### src/rtl/spi_pkg.sv
// ---------------------------------------------------------------------------
// spi_pkg
// Shared SPI definitions for the slave and its sibling spi_master.
//   SPI_DATA_WIDTH : default word length in bits
//   SPI_CPOL/CPHA  : bus mode (mode 0: sclk idles low, data sampled on rise)
//   spi_state_e    : slave frame FSM states
// ---------------------------------------------------------------------------
package spi_pkg;

  localparam int SPI_DATA_WIDTH = 16;
  localparam bit SPI_CPOL       = 1'b0;
  localparam bit SPI_CPHA       = 1'b0;

  typedef enum logic [1:0] {
    IDLE  = 2'd0,
    LOAD  = 2'd1,
    SHIFT = 2'd2
  } spi_state_e;

endpackage

### src/rtl/spi_slave_if.sv
// ---------------------------------------------------------------------------
// spi_slave_if
// Bundles the SPI pad signals and the internal tx/rx word handshake.
//   slave  modport : view of the spi_slave block
//   master modport : view of whoever drives the pads and consumes words
// Optional port rx_frame_err exists only when SPI_SLAVE_FRAME_ERR_EN is
// defined.
// ---------------------------------------------------------------------------
interface spi_slave_if #(
  parameter int DATA_WIDTH = spi_pkg::SPI_DATA_WIDTH
);

  logic                  s_sclk;
  logic                  s_csn;
  logic                  s_mosi;
  logic                  s_miso;
  logic                  s_miso_oe;
  logic [DATA_WIDTH-1:0] tx_data;
  logic                  tx_valid;
  logic                  tx_ready;
  logic [DATA_WIDTH-1:0] rx_data;
  logic                  rx_valid;
  logic                  tx_underrun;
`ifdef SPI_SLAVE_FRAME_ERR_EN
  logic                  rx_frame_err;
`endif

  modport slave (
    input  s_sclk, s_csn, s_mosi, tx_data, tx_valid,
    output s_miso, s_miso_oe, tx_ready, rx_data, rx_valid, tx_underrun
`ifdef SPI_SLAVE_FRAME_ERR_EN
    , output rx_frame_err
`endif
  );

  modport master (
    output s_sclk, s_csn, s_mosi, tx_data, tx_valid,
    input  s_miso, s_miso_oe, tx_ready, rx_data, rx_valid, tx_underrun
`ifdef SPI_SLAVE_FRAME_ERR_EN
    , input rx_frame_err
`endif
  );

endinterface

### src/rtl/spi_sync_edge.sv
// ---------------------------------------------------------------------------
// spi_sync_edge
// Multi-flop synchronizer for an asynchronous input followed by an edge
// detector on the synchronized level.
//   clk, reset : system clock, synchronous active-high reset
//   async_in   : asynchronous input
//   rise, fall : one-cycle pulses on synchronized edges
// All flops reset to 0, so a line that is already low when reset releases
// produces no falling-edge pulse.
// ---------------------------------------------------------------------------
module spi_sync_edge #(
  parameter int SYNC_STAGES = 2
) (
  input  logic clk,
  input  logic reset,
  input  logic async_in,
  output logic rise,
  output logic fall
);

  logic [SYNC_STAGES-1:0] sync_q, sync_d;
  logic                   dly_q, dly_d;

  always_comb begin
    sync_d = {sync_q[SYNC_STAGES-2:0], async_in};
    dly_d  = sync_q[SYNC_STAGES-1];
  end

  always_ff @(posedge clk) begin
    if (reset) begin
      sync_q <= '0;
      dly_q  <= 1'b0;
    end else begin
      sync_q <= sync_d;
      dly_q  <= dly_d;
    end
  end

  assign rise = sync_q[SYNC_STAGES-1] & ~dly_q;
  assign fall = ~sync_q[SYNC_STAGES-1] & dly_q;

endmodule

### src/rtl/spi_slave.sv
// ---------------------------------------------------------------------------
// spi_slave
// SPI mode-0, MSB-first slave oversampled in the clk domain.
//   clk, reset : system clock, synchronous active-high reset
//   bus        : spi_slave_if.slave (pads s_sclk/s_csn/s_mosi/s_miso/
//                s_miso_oe, one-deep tx buffer tx_data/tx_valid/tx_ready,
//                rx_data/rx_valid, tx_underrun pulse)
// Optional feature macro SPI_SLAVE_FRAME_ERR_EN adds rx_frame_err, a pulse
// for a frame that ends mid-word.
// SPI clock phases must each last at least SYNC_STAGES+2 clk cycles.
// ---------------------------------------------------------------------------
module spi_slave
  import spi_pkg::*;
#(
  parameter int DATA_WIDTH  = SPI_DATA_WIDTH,
  parameter int SYNC_STAGES = 2
) (
  input logic        clk,
  input logic        reset,
  spi_slave_if.slave bus
);

  localparam int              CNT_W    = $clog2(DATA_WIDTH);
  localparam logic [CNT_W-1:0] LAST_BIT = CNT_W'(DATA_WIDTH - 1);

  logic sclk_rise, sclk_fall, csn_rise, csn_fall;

  spi_state_e             state_q, state_d;
  logic [CNT_W-1:0]       cnt_q, cnt_d;
  logic [DATA_WIDTH-1:0]  tx_shift_q, tx_shift_d;
  logic [DATA_WIDTH-2:0]  rx_shift_q, rx_shift_d;
  logic [DATA_WIDTH-1:0]  rx_data_q, rx_data_d;
  logic                   rx_valid_q, rx_valid_d;
  logic                   tx_underrun_q, tx_underrun_d;
  logic [DATA_WIDTH-1:0]  buf_q, buf_d;
  logic                   buf_full_q, buf_full_d;
  logic                   word_done_q, word_done_d;
  logic                   miso_oe_q, miso_oe_d;
  logic [SYNC_STAGES-1:0] mosi_sync_q, mosi_sync_d;
  logic [DATA_WIDTH-1:0]  rx_word;
  logic                   load_now;
`ifdef SPI_SLAVE_FRAME_ERR_EN
  logic                   frame_err_q, frame_err_d;
`endif

  spi_sync_edge #(.SYNC_STAGES(SYNC_STAGES)) u_sclk_sync (
    .clk      (clk),
    .reset    (reset),
    .async_in (bus.s_sclk),
    .rise     (sclk_rise),
    .fall     (sclk_fall)
  );

  spi_sync_edge #(.SYNC_STAGES(SYNC_STAGES)) u_csn_sync (
    .clk      (clk),
    .reset    (reset),
    .async_in (bus.s_csn),
    .rise     (csn_rise),
    .fall     (csn_fall)
  );

  // mosi shares the sclk synchronizer depth, so data and its sampling edge
  // arrive in the clk domain with identical latency.
  assign rx_word = {rx_shift_q, mosi_sync_q[SYNC_STAGES-1]};

  always_comb begin
    state_d       = state_q;
    cnt_d         = cnt_q;
    tx_shift_d    = tx_shift_q;
    rx_shift_d    = rx_shift_q;
    rx_data_d     = rx_data_q;
    rx_valid_d    = 1'b0;
    tx_underrun_d = 1'b0;
    buf_d         = buf_q;
    buf_full_d    = buf_full_q;
    word_done_d   = word_done_q;
    miso_oe_d     = miso_oe_q;
    mosi_sync_d   = {mosi_sync_q[SYNC_STAGES-2:0], bus.s_mosi};
    load_now      = 1'b0;
`ifdef SPI_SLAVE_FRAME_ERR_EN
    frame_err_d   = 1'b0;
`endif

    // Output enable follows csn edges rather than the raw level, so a frame
    // interrupted by reset stays quiet until csn is cycled.
    if (csn_fall) miso_oe_d = 1'b1;

    case (state_q)
      IDLE: if (csn_fall) state_d = LOAD;
      LOAD: begin
        load_now    = 1'b1;
        cnt_d       = '0;
        word_done_d = 1'b0;
        state_d     = SHIFT;
      end
      SHIFT: begin
        if (sclk_rise) begin
          rx_shift_d = rx_word[DATA_WIDTH-2:0];
          if (cnt_q == LAST_BIT) begin
            rx_data_d   = rx_word;
            rx_valid_d  = 1'b1;
            cnt_d       = '0;
            word_done_d = 1'b1;
          end else begin
            cnt_d = cnt_q + CNT_W'(1);
          end
        end else if (sclk_fall) begin
          // The falling edge after a completed word starts the next one.
          if (word_done_q) begin
            word_done_d = 1'b0;
            load_now    = 1'b1;
          end else begin
            tx_shift_d = {tx_shift_q[DATA_WIDTH-2:0], 1'b0};
          end
        end
      end
      default: state_d = IDLE;
    endcase

    // A csn_rise coinciding with a reload edge ends the frame instead, so
    // the buffered word is kept for the next frame.
    if (load_now && !csn_rise) begin
      if (buf_full_q) begin
        tx_shift_d = buf_q;
        buf_full_d = 1'b0;
      end else begin
        tx_shift_d    = '0;
        tx_underrun_d = 1'b1;
      end
    end

    // Handshake only possible while empty, so it never races a buffer load.
    if (bus.tx_valid && !buf_full_q) begin
      buf_d      = bus.tx_data;
      buf_full_d = 1'b1;
    end

    // Frame end wins over everything except a word completing this cycle.
    if (csn_rise) begin
`ifdef SPI_SLAVE_FRAME_ERR_EN
      frame_err_d = (cnt_d != '0);
`endif
      state_d     = IDLE;
      cnt_d       = '0;
      word_done_d = 1'b0;
      tx_shift_d  = '0;
      miso_oe_d   = 1'b0;
    end
  end

  always_ff @(posedge clk) begin
    if (reset) begin
      state_q       <= IDLE;
      cnt_q         <= '0;
      tx_shift_q    <= '0;
      rx_shift_q    <= '0;
      rx_data_q     <= '0;
      rx_valid_q    <= 1'b0;
      tx_underrun_q <= 1'b0;
      buf_q         <= '0;
      buf_full_q    <= 1'b0;
      word_done_q   <= 1'b0;
      miso_oe_q     <= 1'b0;
      mosi_sync_q   <= '0;
`ifdef SPI_SLAVE_FRAME_ERR_EN
      frame_err_q   <= 1'b0;
`endif
    end else begin
      state_q       <= state_d;
      cnt_q         <= cnt_d;
      tx_shift_q    <= tx_shift_d;
      rx_shift_q    <= rx_shift_d;
      rx_data_q     <= rx_data_d;
      rx_valid_q    <= rx_valid_d;
      tx_underrun_q <= tx_underrun_d;
      buf_q         <= buf_d;
      buf_full_q    <= buf_full_d;
      word_done_q   <= word_done_d;
      miso_oe_q     <= miso_oe_d;
      mosi_sync_q   <= mosi_sync_d;
`ifdef SPI_SLAVE_FRAME_ERR_EN
      frame_err_q   <= frame_err_d;
`endif
    end
  end

  // s_miso is the shifter MSB, which is cleared whenever the frame ends.
  assign bus.s_miso      = tx_shift_q[DATA_WIDTH-1];
  assign bus.s_miso_oe   = miso_oe_q;
  assign bus.tx_ready    = ~buf_full_q;
  assign bus.rx_data     = rx_data_q;
  assign bus.rx_valid    = rx_valid_q;
  assign bus.tx_underrun = tx_underrun_q;
`ifdef SPI_SLAVE_FRAME_ERR_EN
  assign bus.rx_frame_err = frame_err_q;
`endif

endmodule

### src/flat_wrapper.sv
// flat-port wrapper written by rule: the top's interface ports become plain ports
module spi_slave_flat import spi_pkg::*;
#(
  parameter int DATA_WIDTH  = SPI_DATA_WIDTH,
  parameter int SYNC_STAGES = 2
)
  (clk, reset, bus_s_sclk, bus_s_csn, bus_s_mosi, bus_tx_data, bus_tx_valid, bus_s_miso, bus_s_miso_oe, bus_tx_ready, bus_rx_data, bus_rx_valid, bus_tx_underrun);
  spi_slave_if #(.DATA_WIDTH(DATA_WIDTH)) bus_i ();
  input logic clk;
  input logic reset;
  input wire logic [$bits(bus_i.s_sclk)-1:0] bus_s_sclk;
  input wire logic [$bits(bus_i.s_csn)-1:0] bus_s_csn;
  input wire logic [$bits(bus_i.s_mosi)-1:0] bus_s_mosi;
  input wire logic [$bits(bus_i.tx_data)-1:0] bus_tx_data;
  input wire logic [$bits(bus_i.tx_valid)-1:0] bus_tx_valid;
  output wire logic [$bits(bus_i.s_miso)-1:0] bus_s_miso;
  output wire logic [$bits(bus_i.s_miso_oe)-1:0] bus_s_miso_oe;
  output wire logic [$bits(bus_i.tx_ready)-1:0] bus_tx_ready;
  output wire logic [$bits(bus_i.rx_data)-1:0] bus_rx_data;
  output wire logic [$bits(bus_i.rx_valid)-1:0] bus_rx_valid;
  output wire logic [$bits(bus_i.tx_underrun)-1:0] bus_tx_underrun;
  assign bus_i.s_sclk = bus_s_sclk;
  assign bus_i.s_csn = bus_s_csn;
  assign bus_i.s_mosi = bus_s_mosi;
  assign bus_i.tx_data = bus_tx_data;
  assign bus_i.tx_valid = bus_tx_valid;
  assign bus_s_miso = bus_i.s_miso;
  assign bus_s_miso_oe = bus_i.s_miso_oe;
  assign bus_tx_ready = bus_i.tx_ready;
  assign bus_rx_data = bus_i.rx_data;
  assign bus_rx_valid = bus_i.rx_valid;
  assign bus_tx_underrun = bus_i.tx_underrun;
  spi_slave #(.DATA_WIDTH(DATA_WIDTH), .SYNC_STAGES(SYNC_STAGES)) u_core (.clk(clk), .reset(reset), .bus(bus_i));
endmodule
### config.mk
export PLATFORM = sky130hd
export DESIGN_NAME = spi_slave_flat
export DESIGN_NICKNAME = d
export VERILOG_FILES = /design/src/rtl/spi_pkg.sv /design/src/rtl/spi_slave_if.sv /design/src/rtl/spi_sync_edge.sv /design/src/rtl/spi_slave.sv /design/src/flat_wrapper.sv
export SDC_FILE = /design/constraint.sdc
export NUM_CORES = 1
export LEC_CHECK = 0
export CORE_MARGIN = 2
export CORE_UTILIZATION = 50
export CTS_BUF_LIST = sky130_fd_sc_hd__clkbuf_2
export CTS_CLUSTER_DIAMETER = 120
export DETAILED_ROUTE_END_ITERATION = 6
export PLACE_DENSITY = 0.82
export SYNTH_ARGS = -nofsm -noshare
export SYNTH_HDL_FRONTEND = slang
export SYNTH_SLANG_ARGS = --single-unit
### constraint.sdc
create_clock -name clk -period 1.6 [get_ports clk]
set_input_delay 0.32 -clock clk [delete_from_list [all_inputs] [get_ports clk]]
set_output_delay 0.32 -clock clk [all_outputs]
set_load 0.05 [all_outputs]
==> metrics <==
Hold Vio Cnt, Final=0; CP Launch Point=u_core.state_q[0]$_SDFFE_PP0P_; RSZ-0062 raised after global routing=true; Clock Path Buffers=2; WL/cell=approximately 14 um; ANT nets after route=0; CTS Sinks=82; clk root buf=clkbuf_2; Worst-Skew Late Latency=around 0.52 ns; I/O Buffers=42; min Tclk post-route=1.680 ns; DP Area=approximately 0.0038 mm^2; Slew Limit Fails=0; WS Path Type=flip-flop to flip-flop; Synth warnings=0; num ports=43; Fill cells=around 490; worst path required time=2.02 ns; PD cells=roughly 850 mW/mm^2; post-synth cell types=40; Bufs and invs on worst path=2; DR DRC count=0; final wirelength=approximately 7 mm; GR Util All Layers=0.1962; Pwr Total=around 0.0034 W; CP delay by family, top=simple AND/OR/NAND/NOR gates; failing checks=negative setup slack; first-pass GRT wire length=~11 mm; startpoint class of the critical path=flip-flop; Post-Synthesis Cells=between 300 and 400; Final Wtd Congestion=roughly 0.77; Area Growth Syn to Fin=27.11%; ranking of synthesized cells by area=dfxtp_1 (52%), nand2_1 (12%), a21oi_1 (8.7%); CP Capture Type=flip-flop; final setup margin=-0.08036 ns; slew margin rel.=0.6022; synth cell count leaders=nand2_1 (103), dfxtp_1 (82), a21oi_1 (55), and3_1 (13), nand3_1 (13); Worst Max-Slew Pin Slew=roughly 0.60 ns; Worst Hold Class=input port to flip-flop; die height=~84 um; H-tree depth=3; leading register cell type out of synthesis=dfxtp_1; Clock Skew=~0.018 ns; hold buffers post-CTS=0; Tcrit/Tclk final=1.050; RR Startpoint=u_core.state_q[0]$_SDFFE_PP0P_; Initial Util=0.5080; fin nets=~460; Worst Min Path Start=bus_s_mosi; EDFF count, synth=0; status=finished, violations left; largest net degree at the start of global routing=between 50 and 60; # rows=29; synthesized area=between 0.003 and 0.004 mm^2; cell chain of the critical path=inv_4, ha_4, and4b_4, o211ai_1, buf_4, and3_1, a211o_1; crit path DAT=2.10 ns; cell taking the most area after synthesis=dfxtp_1; Clock transition at path regs=approximately 0.22 ns; Leak Pwr=about 1.6 nW; drt pass-1 iters=4; via count=between 2000 and 3000; die area=approximately 0.0070 mm^2; Peak Freq=595.1 MHz; design area=between 0.004 and 0.005 mm^2; post-synthesis sequential area ratio=0.5178; Worst path slowest cell=dfxtp_2; number of global-route vias before repair=2516; grt ovf=0; Core Area=~0.0062 mm^2; CTS tree=built; count leader, synth=nand2_1; Max-cap violations=0; setup violators final=11; DPL Wire Length=approximately 4.6 mm; FFs w/ async S/R, synth=0; Synth Register Bits=82; syn nets=just under 400; Die Wd=about 84 um; Max rail drop VDD=roughly 570 uV; top cell type's share of synthesized area=0.5178; Vias/cell=~5.3; Inserted Clock Buffers=9; DR iter-0 viols=around 210; initial antenna violation count=0; critical path fanouts, max=11; max incr delay on CP=about 0.39 ns; Post-Syn Area per Cell=roughly 8.6 um^2; share of cells above drive strength 1=0.2667; ANT cells=0
-- timing repair --
action                     CTS  global route
gates resized for setup      5            27
setup endpoints to repair   14            29
buffers inserted             3             1
gates cloned                 0             2
pin swaps                    2             4
-- stage by stage --
step	cells	hold slack [ns]	setup TNS (ns)	worst slack, ns	utilization
after floorplan	367	0.4138	-0.5327	-0.08474	-
after global placement	490	0.4172	0	0.009241	0.6069
after detailed placement	490	0.4246	-0.3371	-0.04421	0.6069
after CTS	509	0.2866	-0.4410	-0.06318	0.6293
after global routing	512	0.2684	-1.865	-0.1367	0.6458
final	512	0.3095	-0.4794	-0.08036	0.6458
-- worst reg2reg max path: cells and delay by family, from the launching register on --
kind / cells / cell delay [ns]
simple gates: 2 / 0.42
flops: 1 / 0.39
compound gates: 2 / 0.36
buf+inv: 2 / 0.26
fa+ha+maj: 1 / 0.16
-- path summary, 6_finish.rpt --
check / to / slack, ns / depth (start not counted)
min reg2reg: u_core.u_csn_sync.sync_q[1]$_SDFF_PP0_ / 0.46 / 1
max reg2reg: u_core.tx_shift_q[14]$_SDFFE_PP0P_ / -0.08 / 7
max: u_core.tx_shift_q[14]$_SDFFE_PP0P_ / -0.08 / 7
min: u_core.mosi_sync_q[0]$_SDFF_PP0_ / 0.31 / 2
-- power breakdown --
part / internal (W) / switching, W / leakage (nW)
clock: 0.000370 / 0.000694 / 0.0737
combinational: 0.000121 / 0.000131 / 0.876
sequential: 0.00208 / 0.0000208 / 0.666
-- per-layer routing --
layer	up-vias	track usage	wire [um]
li1	1365	-	-
met1	1275	0.2623	3305
met2	60	0.3076	3428
met3	12	0.04946	312
met4	0	0.07331	121
met5	-	0	0
-- cells by family after synthesis --
group	after synthesis	share of synthesized area
compound gates	77	0.1551
xor+xnor	1	0.002763
fa+ha+maj	4	0.01579
buf+inv	31	0.05052
flops	82	0.5178
mux	2	0.006709
simple gates	170	0.2514
-- layout by cell type (no fill, tap or decap), types with 9 or more instances in the layout --
cell | synthesis | routed
nand2_1 | 103 | 99
dfxtp_1 | 82 | 79
buf_4 | 0 | 50
a21oi_1 | 55 | 46
clkdlybuf4s50_1 | 0 | 20
nand3_1 | 13 | 13
and3_4 | 0 | 11
clkbuf_2 | 0 | 11
nor2b_1 | 10 | 10
a21oi_2 | 0 | 9
-- final cells by class --
| cell class | count | area (um^2) | share of cell area |
|---|---|---|---|
| clock buffer | 11 | 55.05 | 0.01366 |
| clock inverter | 5 | 52.55 | 0.01304 |
| inverter | 7 | 28.78 | 0.007141 |
| multi-input combinational | 255 | 1506 | 0.3738 |
| tap | 77 | 96.34 | 0.02391 |
| sequential | 82 | 1648 | 0.4089 |
| timing repair buffer | 75 | 643.1 | 0.1596 |
-- state kept, by name, indices dropped and copies added, names as in the netlist --
signal / cells
u_core.buf_full_q: 1
u_core.buf_q: 16
u_core.bus.rx_data: 16
u_core.bus.rx_valid: 1
u_core.bus.s_miso_oe: 1
u_core.bus.tx_underrun: 1
u_core.cnt_q: 4
u_core.mosi_sync_q: 2
u_core.rx_shift_q: 15
u_core.state_q: 2
u_core.tx_shift_q: 16
u_core.u_csn_sync.dly_q: 1
u_core.u_csn_sync.sync_q: 2
u_core.u_sclk_sync.dly_q: 1
u_core.u_sclk_sync.sync_q: 2
u_core.word_done_q: 1
Power figures use the tool's default switching activity.
